==> src/rtl/rt_uart_tx.sv <==
// rt_uart_tx: UART transmitter with a byte FIFO. It sends 8N1 frames, LSB first, with a bit
// period set by div_i (in clk_i cycles).
// Optional feature: define RT_UART_TX_PARITY_EN to add the parity_odd_i port and a parity bit
// after the data bits, which gives 11-bit frames.
module rt_uart_tx #(
  parameter int unsigned FifoDepth = 8,
  parameter int unsigned DivW      = 16
) (
  input  logic                           clk_i,
  input  logic                           rst_ni,
  input  logic [DivW-1:0]                div_i,
`ifdef RT_UART_TX_PARITY_EN
  input  logic                           parity_odd_i,
`endif
  input  logic [7:0]                     data_i,
  input  logic                           valid_i,
  output logic                           ready_o,
  output logic                           tx_o,
  output logic                           busy_o,
  output logic [$clog2(FifoDepth+1)-1:0] fifo_cnt_o
);

  localparam int unsigned CntW = $clog2(FifoDepth + 1);
  localparam int unsigned PtrW = $clog2(FifoDepth);

  typedef enum logic [2:0] {StIdle, StStart, StData, StParity, StStop} state_e;

  state_e          state_q, state_d;
  logic [DivW-1:0] div_q, div_d;
  logic [DivW-1:0] cnt_q, cnt_d;
  logic [2:0]      bit_idx_q, bit_idx_d;
  logic [7:0]      shift_q, shift_d;
  logic            tx_q, tx_d;
`ifdef RT_UART_TX_PARITY_EN
  logic            par_q, par_d;
`endif

  logic [7:0]      mem_q [FifoDepth];
  logic [PtrW-1:0] wr_ptr_q, rd_ptr_q;
  logic [CntW-1:0] count_q, count_d;

  logic            push, pop, fifo_nempty, bit_end;
  logic [DivW-1:0] div_lat;
  logic [7:0]      head;

  assign ready_o     = (count_q != CntW'(FifoDepth));
  assign fifo_nempty = (count_q != '0);
  assign push        = valid_i & ready_o;
  assign busy_o      = (state_q != StIdle) | fifo_nempty;
  assign fifo_cnt_o  = count_q;
  assign tx_o        = tx_q;
  assign bit_end     = (cnt_q == '0);
  // A divisor of 0 would stall the down-counter, so treat it as 1.
  assign div_lat     = (div_i == '0) ? DivW'(1) : div_i;
  assign head        = mem_q[rd_ptr_q];

  // Next-state logic for the frame FSM, the bit timer and the shifter.
  always_comb begin
    state_d   = state_q;
    div_d     = div_q;
    cnt_d     = cnt_q;
    bit_idx_d = bit_idx_q;
    shift_d   = shift_q;
    tx_d      = tx_q;
`ifdef RT_UART_TX_PARITY_EN
    par_d     = par_q;
`endif
    pop       = 1'b0;
    unique case (state_q)
      StIdle: begin
        if (fifo_nempty) begin
          pop     = 1'b1;
          state_d = StStart;
          div_d   = div_lat;
          cnt_d   = div_lat - DivW'(1);
          shift_d = head;
`ifdef RT_UART_TX_PARITY_EN
          par_d   = ^head;
`endif
          tx_d    = 1'b0;
        end
      end
      StStart: begin
        if (bit_end) begin
          state_d   = StData;
          cnt_d     = div_q - DivW'(1);
          bit_idx_d = 3'd0;
          tx_d      = shift_q[0];
          shift_d   = {1'b0, shift_q[7:1]};
        end else begin
          cnt_d = cnt_q - DivW'(1);
        end
      end
      StData: begin
        if (bit_end) begin
          cnt_d = div_q - DivW'(1);
          if (bit_idx_q == 3'd7) begin
`ifdef RT_UART_TX_PARITY_EN
            state_d = StParity;
            tx_d    = par_q ^ parity_odd_i;
`else
            state_d = StStop;
            tx_d    = 1'b1;
`endif
          end else begin
            bit_idx_d = bit_idx_q + 3'd1;
            tx_d      = shift_q[0];
            shift_d   = {1'b0, shift_q[7:1]};
          end
        end else begin
          cnt_d = cnt_q - DivW'(1);
        end
      end
      StParity: begin
        if (bit_end) begin
          state_d = StStop;
          cnt_d   = div_q - DivW'(1);
          tx_d    = 1'b1;
        end else begin
          cnt_d = cnt_q - DivW'(1);
        end
      end
      StStop: begin
        if (bit_end) begin
          if (fifo_nempty) begin
            // Back-to-back frame: no idle cycle between the stop bit and the next start bit.
            pop     = 1'b1;
            state_d = StStart;
            div_d   = div_lat;
            cnt_d   = div_lat - DivW'(1);
            shift_d = head;
`ifdef RT_UART_TX_PARITY_EN
            par_d   = ^head;
`endif
            tx_d    = 1'b0;
          end else begin
            state_d = StIdle;
            tx_d    = 1'b1;
          end
        end else begin
          cnt_d = cnt_q - DivW'(1);
        end
      end
      default: begin
        state_d = StIdle;
        tx_d    = 1'b1;
      end
    endcase
  end

  // Frame FSM state and datapath registers.
  always_ff @(posedge clk_i) begin
    if (!rst_ni) begin
      state_q   <= StIdle;
      div_q     <= DivW'(1);
      cnt_q     <= '0;
      bit_idx_q <= '0;
      shift_q   <= '0;
      tx_q      <= 1'b1;
`ifdef RT_UART_TX_PARITY_EN
      par_q     <= 1'b0;
`endif
    end else begin
      state_q   <= state_d;
      div_q     <= div_d;
      cnt_q     <= cnt_d;
      bit_idx_q <= bit_idx_d;
      shift_q   <= shift_d;
      tx_q      <= tx_d;
`ifdef RT_UART_TX_PARITY_EN
      par_q     <= par_d;
`endif
    end
  end

  // FIFO occupancy: a simultaneous push and pop leave the count unchanged.
  always_comb begin
    count_d = count_q;
    unique case ({push, pop})
      2'b10:   count_d = count_q + CntW'(1);
      2'b01:   count_d = count_q - CntW'(1);
      default: count_d = count_q;
    endcase
  end

  // FIFO pointers and count; the pointers wrap naturally at the power-of-two depth.
  always_ff @(posedge clk_i) begin
    if (!rst_ni) begin
      wr_ptr_q <= '0;
      rd_ptr_q <= '0;
      count_q  <= '0;
    end else begin
      if (push) wr_ptr_q <= wr_ptr_q + PtrW'(1);
      if (pop)  rd_ptr_q <= rd_ptr_q + PtrW'(1);
      count_q <= count_d;
    end
  end

  // FIFO storage. The storage has no reset, because the count and pointers decide what is valid.
  always_ff @(posedge clk_i) begin
    if (push) mem_q[wr_ptr_q] <= data_i;
  end

endmodule

==> config.mk <==
export PLATFORM = sky130hd
export DESIGN_NAME = rt_uart_tx
export DESIGN_NICKNAME = d
export VERILOG_FILES = /design/src/rtl/rt_uart_tx.sv
export SDC_FILE = /design/constraint.sdc
export NUM_CORES = 1
export LEC_CHECK = 0
export CAP_MARGIN = 10
export CORE_MARGIN = 1.5
export CORE_UTILIZATION = 40
export CTS_CLUSTER_SIZE = 10
export DETAILED_ROUTE_END_ITERATION = 16
export PLACE_DENSITY = 0.69
export SLEW_MARGIN = 20
export SYNTH_ARGS = -nofsm -noshare
export SYNTH_HDL_FRONTEND = slang
export SYNTH_SLANG_ARGS = --single-unit
==> constraint.sdc <==
create_clock -name clk_i -period 2.9 [get_ports clk_i]
set_input_delay 0.435 -clock clk_i [delete_from_list [all_inputs] [get_ports clk_i]]
set_output_delay 0.435 -clock clk_i [all_outputs]
set_load 0.02 [all_outputs]
==> results.yml, run 1 <==
timing:
  min_period_ns: 2.82
  final.period_utilization_pct: 97.1
  setup_ws_ns: 0.0842
  drv_slew: 0
  hold_ws_ns: 0.475
  final-setup-viol-count: 0
  tns_ns: 0
  tightest_slew_ns: 0.863
  slew_headroom_pct: 42.2
  skew_ns: 0.00718
  final_hold_viol_count: 0
  fmax_mhz: 355
synth:
  synth-seq-cells: 124
  synth-edff-count: 64
  seq_area_frac_synth_pct: 47.8
  syn_inst: 655
  synth.avg_cell_area_um2: 9.97
  synth.distinct_cells: 68
  yosysTopAreaCell: "edfxtp_1"
  synthesis.area_um2: 6530
  synthArstFlopShare_pct: 0
  ys.flop_type: "edfxtp_1"
  synthTopCellsByArea: "edfxtp_1 29%, dfxtp_1 18%, mux4_2 5.5%, a21oi_1 4.2%, nand2_1 3.5%"
  yosys_warnings: 0
  syn_nets: 694
  yosys.area.top_type_share_pct: 29.4
worst_setup_path:
  critPathBufInv: 2
  crit_cells: 13
  critPathMaxFanout: 5
  crit_type: "primary input to flop"
  reg2reg_slack_ns: 0.14
  reg2regPathDepth: 12
  worstSetupStartpoint: "div_i[13]"
  critical_path.endpoint: "cnt_q[8]"
  r2r_start: "cnt_q[3]"
  crit_arrival_ns: 3.12
  timing.rr.end: "fifo_cnt_o[3]"
  cp_data_required_time_ns: 3.20
  worst_path_max_delay_cell: "clkdlybuf4s50_1"
  startpoint_type: "primary input"
  crit_family: "simple AND/OR/NAND/NOR gates"
  slowest_delay_ns: 0.42
  end_kind: "flop"
  crit_chain: "clkdlybuf4s50_1 > or3_4 > nor3_2 > and2_4 > a31oi_4 > ha_2 > buf_4 > or3b_2 > nor2_1 > xnor2_1 > a211o_1 > a21oi_1 > o311a_1"
floorplanning:
  start_util_pct: 41.1
  io_pins: 34
  fp.dieW_um: 131
  design.core.area_um2: 15900
  rows: 46
  die_h_um: 131
  fp.dieArea_um2: 17100
cells_and_area:
  multi_input_area_um2: 3250
  n_fill_cell: 1474
  seq_area_um2: 3120
  final_nets: 766
  syn_to_final_growth_pct: 22.9
  drive_above_1_share_pct: 18.3
  fin_area_um2: 8030
  antenna_cells: 0
power_and_ir_drop:
  internal_power_mw: 4.95
  seqPwrFrac_pct: 29.9
  power_mw: 8.47
  ir_drop_mv: 0.670
  clockPowerShare_pct: 22.6
  p_leak_nw: 2.80
  powerDensity_nw_per_um2: 1060
  switching_power_mw: 3.53
  pwr-share-comb_pct: 47.4
  swShare_pct: 41.6
clocking:
  cts_tree: "yes"
  path_clk_slew_ns: 0.06
  cts-buffers-inserted: 17
  clockBufferDepth: 2
  cts_max_level: 4
  clock-sinks: 124
  clk_latency_ns: 0.42
  postCtsHoldBufs: 0
  cts-root-buf: "clkbuf_16"
grt:
  antenna_found_initial: 0
  grt_overflow: 0
  grt_pass1_vias: 5465
  grt_max_degree: 43
  grt_pass1_wl_mm: 28.2
  grt_usage_pct: 21.8
placed_design:
  placed_area_um2: 7420
  routabilityCongestion: 0.936
  port-buffer-count: 33
  hpwl_mm: 12.2
  place_ws_ns: -0.435
drt:
  drc: 0
  dr.pass1.iters: 5
  vias: 5607
  finalWirelength_mm: 17.5
  ant_nets: 0
  drt_iter0_markers: 502
  routedWlPerCell_um: 18.3
  via_per_inst: 5.87
hold_path:
  min_from: "bit_idx_q[1]"
  hold_path.class: "flop to flop"
run:
  maxCapViolCount: 0
outcome:
  status: "finished clean"
-- logic make-up (layout without fill, tap and decap cells) --
logic type	after synthesis	in the layout	share of synthesized area [%]
and+or+nand+nor	236	236	18.2
AOI/OAI and AO/OA	164	164	15.6
buffers and inverters	54	138	3.49
adders and majority gates	12	12	2.41
DFF	124	124	47.8
xor gates and xnor gates	31	31	4.16
muxes	34	34	8.28
-- through the flow --
stage | utilization [%] | cells
5_1_grt | 50.5 | 955
3_5_place_dp | 46.7 | 923
2_1_floorplan | - | 655
6_report | 50.5 | 955
4_1_cts | 50.2 | 954
3_3_place_gp | 46.7 | 923
-- flip-flops by register name, indices dropped and copies added, names as in the netlist, named ones only --
name        cells
mem_q          64
shift_q         8
wr_ptr_q        3
rd_ptr_q        3
fifo_cnt_o      4
state_q         3
cnt_q          16
div_q          16
tx_o            1
bit_idx_q       3
-- area by class of cell --
cell class | instances | share of cell area, %
clock inverters | 14 | 1.42
multi-input cells | 477 | 40.5
well taps | 216 | 3.37
clock buffers | 17 | 5.30
repair buffers | 95 | 9.95
inverters | 12 | 0.561
flip-flops and latches | 124 | 38.9
-- power groups by stage --
stage / logic (mW) / clock network [mW] / registers (mW)
final: 4.02 / 1.92 / 2.54
after floorplan: 2.73 / 0 / 2.50
after global placement: 3.81 / 0 / 2.54
after CTS: 3.93 / 1.95 / 2.52
after detailed placement: 3.91 / 0 / 2.55
after global routing: 4.42 / 2.02 / 2.59
-- worst min-delay path by stage --
stage | depth (start not counted) | to | slack [ns]
floorplan | 2 | bit_idx_q[1] | 0.44
global placement | 2 | bit_idx_q[2] | 0.44
detailed placement | 2 | bit_idx_q[2] | 0.47
CTS | 2 | bit_idx_q[1] | 0.48
global route | 2 | bit_idx_q[1] | 0.49
finish | 2 | bit_idx_q[1] | 0.47
-- synth_stat cells, types with 9 or more instances --
| cell type | instances |
|---|---|
| o21ai_0 | 43 |
| xnor2_1 | 17 |
| mux4_2 | 16 |
| dfxtp_1 | 60 |
| xor2_1 | 14 |
| nand2_1 | 61 |
| edfxtp_1 | 64 |
| nand3_1 | 39 |
| or3_1 | 9 |
| nor3_1 | 21 |
| inv_1 | 11 |
| mux2i_1 | 18 |
| ha_1 | 11 |
| nor2_1 | 58 |
| a31oi_1 | 11 |
| a21oi_1 | 55 |
| clkbuf_1 | 31 |
-- layer usage --
layer	GRT usage (%)	routed length [um]	share of wire (%)	vias to the layer above
met1	29.5	7490	43	2714
met4	10.1	516	2.9	0
met5	0	0	0	-
met3	5.05	1410	8.1	49
li1	-	-	-	2604
met2	33.2	8080	46	240
-- tightest hold or removal path: stages (launching register included) --
cell     delay [ns]
dfxtp_1        0.32
nand2_1        0.05
a21oi_1        0.05
-- layout by cell type, fill, tap and decap left out, types with 6 or more instances in the layout --
cell type,n
edfxtp_1,64
buf_4,62
nand2_1,61
dfxtp_1,60
nor2_1,58
a21oi_1,55
o21ai_0,42
nand3_1,37
clkdlybuf4s50_1,32
nor3_1,19
mux2i_1,18
xnor2_1,17
clkbuf_16,17
mux4_2,16
xor2_1,14
inv_1,10
a31oi_1,10
ha_1,9
or3_1,8
o211ai_1,7
o31ai_1,7
nand2b_1,6
a211oi_1,6
-- repair_timing --
action	4_1_cts	5_1_grt
setup endpoints to repair	1	5
resized for setup	1	13
buffers inserted	0	1
cloned	0	0
pin swaps	0	4
(Power assumes the default switching activity.)
==> inputs of run 2 (changes only) <==
--- a/config.mk
+++ b/config.mk
@@ -10,6 +10,7 @@
 export CORE_UTILIZATION = 40
 export CTS_CLUSTER_SIZE = 10
 export DETAILED_ROUTE_END_ITERATION = 16
+export GPL_TIMING_DRIVEN = 0
 export PLACE_DENSITY = 0.69
 export SLEW_MARGIN = 20
 export SYNTH_ARGS = -nofsm -noshare
==> results.yml, run 2 (same netlist as run 1, synthesis figures left out) <==
placed_design:
  place_ws_ns: -0.927
  routabilityCongestion: 1.01
  placed_area_um2: 7140
  port-buffer-count: 32
  post-place-cells: 903
  hpwl_mm: 12.8
cells_and_area:
  final_nets: 750
  largest_reg_flops: 64
  syn_to_final_growth_pct: 21.5
  top_regs: "mem_q: 64 flops, cnt_q: 16 flops, div_q: 16 flops"
  top_register: "mem_q"
  final_common_cell: "edfxtp_1"
  final_cell_mix: "64 x edfxtp_1, 60 x nand2_1, 57 x dfxtp_1, 54 x nor2_1, 53 x a21oi_1"
  final-instance-count-excl-fill: 940
  fin_area_um2: 7930
  drive_above_1_share_pct: 15.2
  fin_util_pct: 49.9
  antenna_cells: 0
power_and_ir_drop:
  seqPwrFrac_pct: 29.3
  swShare_pct: 42.1
  internal_power_mw: 5.12
  switching_power_mw: 3.72
  ir_drop_mv: 0.772
  p_leak_nw: 2.70
  pwr-share-comb_pct: 46.5
  power_mw: 8.84
  powerDensity_nw_per_um2: 1110
  clockPowerShare_pct: 24.2
clocking:
  cts_max_level: 4
  postCtsHoldBufs: 0
  path_clk_slew_ns: 0.06
  clockBufferDepth: 2
  cts-buffers-inserted: 17
  cts_tree: "yes"
  cts-root-buf: "clkbuf_16"
  clock-sinks: 124
  clk_latency_ns: 0.43
outcome:
  status: "finished clean"
floorplanning:
  die_h_um: 131
  fp.dieW_um: 131
  design.core.area_um2: 15900
  start_util_pct: 41.1
  fp.dieArea_um2: 17100
  io_pins: 34
  rows: 46
timing:
  slew_headroom_pct: 41.9
  min_period_ns: 2.83
  drv_slew: 0
  fmax_mhz: 353
  final.period_utilization_pct: 97.7
  setup_ws_ns: 0.0678
  final_hold_viol_count: 0
  tightest_slew_ns: 0.868
  skew_ns: 0.00834
  final-setup-viol-count: 0
drt:
  drt_iter0_markers: 621
  drc: 0
  finalWirelength_mm: 18.3
  dr.pass1.iters: 5
  routedWlPerCell_um: 19.4
  vias: 5606
  ant_nets: 0
  via_per_inst: 5.96
hold_path:
  hold_path.class: "primary input to flop"
worst_setup_path:
  crit_arrival_ns: 3.20
  crit_type: "primary input to flop"
  end_kind: "flop"
  startpoint_type: "primary input"
  reg2reg_slack_ns: 0.09
  critPathMaxFanout: 4
  cp_data_required_time_ns: 3.26
grt:
  grt_usage_pct: 22.4
  grt_pass1_vias: 5327
  grt_overflow: 0
  grt_max_degree: 17
  antenna_found_initial: 0
  grt_pass1_wl_mm: 28.4
run:
  maxCapViolCount: 0
-- run 2: cell types whose count changed in the layout (fill, tap and decap cells not counted), sizes merged --
cell / delta
clkinvlp: -3
clkinv: -1
inv: +1
clkbuf: +32
dlygate4sd2: +9
clkdlybuf4s50: -14
dlymetal6s2s: +2
bufinv: +2
buf: -43
-- run 2: power groups by stage --
stage	combinational [mW]	clock (mW)	sequential [mW]
finish	4.11	2.14	2.59
floorplan	2.73	0	2.50
CTS	3.92	2.15	2.55
global placement	3.69	0	2.54
detailed placement	3.77	0	2.56
global route	4.45	2.24	2.64
-- run 2: final cells by class --
cell class | instances | area [um2]
Buffer | 39 | 185
Clock buffer | 19 | 433
Clock inverter | 13 | 158
Fill cell | 1452 | 7950
Inverter | 12 | 47.5
Multi-Input combinational cell | 477 | 3340
Sequential cell | 124 | 3130
Tap cell | 216 | 270
Timing Repair Buffer | 40 | 367
-- run 2: worst paths after layout --
kind | from | end | depth (start not counted)
max | div_i[7] | cnt_q[10] | 9
min | div_i[4] | div_q[4] | 3
max reg2reg | cnt_q[6] | fifo_cnt_o[3] | 13
min reg2reg | div_q[13] | div_q[13] | 2
-- run 2: stage by stage --
stage / hold slack [ns] / TNS (ns)
floorplan: 0.436 / 0
global placement: 0.447 / -6.17
detailed placement: 0.466 / -6.60
global route: 0.331 / -0.0373
finish: 0.320 / 0
CTS: 0.314 / -0.00555
-- run 2: timing repair --
item,4_1_cts,5_1_grt
gates resized for setup,38,20
setup buffers,4,4
endpoints found under the hold margin,0,0
setup endpoints to repair,11,5
pin swaps,4,6
-- run 2: worst max-delay path, stage by stage --
cell and delay, ns:
clkdlybuf4s50_1 0.57, nor4_2 0.11, a31oi_4 0.23, ha_4 0.17, or4b_2 0.62, or4_1 0.42
a31o_1 0.26, o31a_1 0.29, nor2_1 0.09
-- run 2: per-layer routing --
layer / vias up / global-route usage, % / wire, um
met5: - / 0 / 0
met4: 0 / 10.3 / 548
met3: 50 / 5.78 / 1600
met2: 284 / 34.8 / 8330
met1: 2690 / 29.4 / 7780
li1: 2582 / - / -
==> inputs of run 3 (changes only) <==
--- a/config.mk
+++ b/config.mk
@@ -16,3 +16,4 @@
 export SYNTH_ARGS = -nofsm -noshare
 export SYNTH_HDL_FRONTEND = slang
 export SYNTH_SLANG_ARGS = --single-unit
+export TNS_END_PERCENT = 30
==> results.yml, run 3 (same netlist as run 1, synthesis figures left out) <==
placed_design:
  placed_area_um2: 7140
  routabilityCongestion: 1.01
  post-place-cells: 903
  place_ws_ns: -0.927
  port-buffer-count: 32
  hpwl_mm: 12.8
drt:
  routedWlPerCell_um: 19.5
  vias: 5538
  dr.pass1.iters: 5
  drc: 0
  ant_nets: 0
  finalWirelength_mm: 18.3
  via_per_inst: 5.90
  drt_iter0_markers: 549
cells_and_area:
  final-instance-count-excl-fill: 939
  antenna_cells: 0
  seq_area_um2: 3130
  final_common_cell: "edfxtp_1"
  multi_input_area_um2: 3330
  n_fill_cell: 1455
  drive_above_1_share_pct: 14.7
  final_nets: 749
  largest_reg_flops: 64
  fin_util_pct: 49.8
  top_register: "mem_q"
  final_cell_mix: "64 x edfxtp_1, 60 x nand2_1, 57 x dfxtp_1, 55 x nor2_1, 53 x a21oi_1"
  syn_to_final_growth_pct: 21.1
  fin_area_um2: 7910
  top_regs: "mem_q: 64 flops, cnt_q: 16 flops, div_q: 16 flops"
power_and_ir_drop:
  internal_power_mw: 5.12
  swShare_pct: 42.1
  pwr-share-comb_pct: 46.5
  p_leak_nw: 2.69
  seqPwrFrac_pct: 29.3
  powerDensity_nw_per_um2: 1120
  power_mw: 8.84
  switching_power_mw: 3.72
  clockPowerShare_pct: 24.2
  ir_drop_mv: 0.772
timing:
  drv_slew: 0
  tns_ns: -0.0373
  final.period_utilization_pct: 101
  min_period_ns: 2.94
  skew_ns: 0.00985
  final-setup-viol-count: 1
  grt_setup_unrepaired: "true"
  fmax_mhz: 340
  final_hold_viol_count: 0
  slew_headroom_pct: 42.3
  tightest_slew_ns: 0.862
  setup_ws_ns: -0.0373
  hold_ws_ns: 0.318
outcome:
  status: "finished, violations left"
  violations: "setup timing"
clocking:
  path_clk_slew_ns: 0.06
  clock-sinks: 124
  clockBufferDepth: 2
  postCtsHoldBufs: 0
  cts_max_level: 4
  cts_tree: "yes"
  cts-root-buf: "clkbuf_16"
  cts-buffers-inserted: 17
  clk_latency_ns: 0.43
worst_setup_path:
  cp_data_required_time_ns: 3.27
  critPathMaxFanout: 4
  crit_type: "primary input to flop"
  startpoint_type: "primary input"
  crit_arrival_ns: 3.30
  end_kind: "flop"
grt:
  grt_usage_pct: 22.4
  grt_pass1_vias: 5327
  grt_max_degree: 17
  grt_pass1_wl_mm: 28.4
  antenna_found_initial: 0
  grt_overflow: 0
hold_path:
  hold_path.class: "primary input to flop"
floorplanning:
  io_pins: 34
  die_h_um: 131
  rows: 46
  design.core.area_um2: 15900
  fp.dieW_um: 131
  start_util_pct: 41.1
  fp.dieArea_um2: 17100
run:
  maxCapViolCount: 0
[run 3: changes by cell type in the layout (fill, tap and decap cells not counted), sizes merged]
cell	before	now
buf	19	17
clkbuf	49	50
clkdlybuf4s50	18	20
dlygate4sd2	9	7
[run 3: power groups by stage]
stage          combinational (mW)  sequential (mW)  clock (mW)
3_5_place_dp                 3.77             2.56           0
4_1_cts                      3.92             2.55        2.15
6_report                     4.11             2.59        2.14
3_3_place_gp                 3.69             2.54           0
5_1_grt                      4.44             2.64        2.24
2_1_floorplan                2.73             2.50           0
[run 3: path summary, 6_finish.rpt]
check	from	end	slack (ns)	cells after the start
worst max-delay path	div_i[13]	cnt_q[10]	-0.04	11
worst min-delay path	div_i[4]	div_q[4]	0.32	3
worst max register to register	cnt_q[6]	fifo_cnt_o[3]	0.08	13
worst min register to register	div_q[13]	div_q[13]	0.47	2
[run 3: area by class of cell]
type / count / area share [%]
Multi-Input combinational cell: 477 / 42.1
Sequential cell: 124 / 39.6
Clock buffer: 19 / 5.47
Timing Repair Buffer: 38 / 4.48
Tap cell: 216 / 3.42
Buffer: 40 / 2.37
Clock inverter: 13 / 1.99
Inverter: 12 / 0.601
[run 3: repair_timing]
item                                    CTS  global route
endpoints found under the setup margin   11             5
endpoints found under the hold margin     0             0
gates cloned                              0             0
resized for setup                        36            16
buffers inserted                          4             2
pin swaps                                 4             4
[run 3: worst max-delay path, stage by stage]
cell and delay, ns:
dlygate4sd2_1 0.29, or3_4 0.18, nor3_2 0.05, and2_1 0.18
a31oi_4 0.25, ha_2 0.24, or4b_2 0.62, or4_1 0.42
a31o_1 0.26, o31a_1 0.29, nor2_1 0.09
[run 3: metal layers]
layer | GRT usage [%] | vias to the layer above | share of wire [%] | wire length [um]
met2 | 34.8 | 257 | 45 | 8310
met3 | 5.78 | 51 | 9.3 | 1690
met1 | 29.4 | 2658 | 43 | 7790
met4 | 10.3 | 0 | 2.8 | 509
li1 | - | 2572 | - | -
met5 | 0 | - | 0 | 0
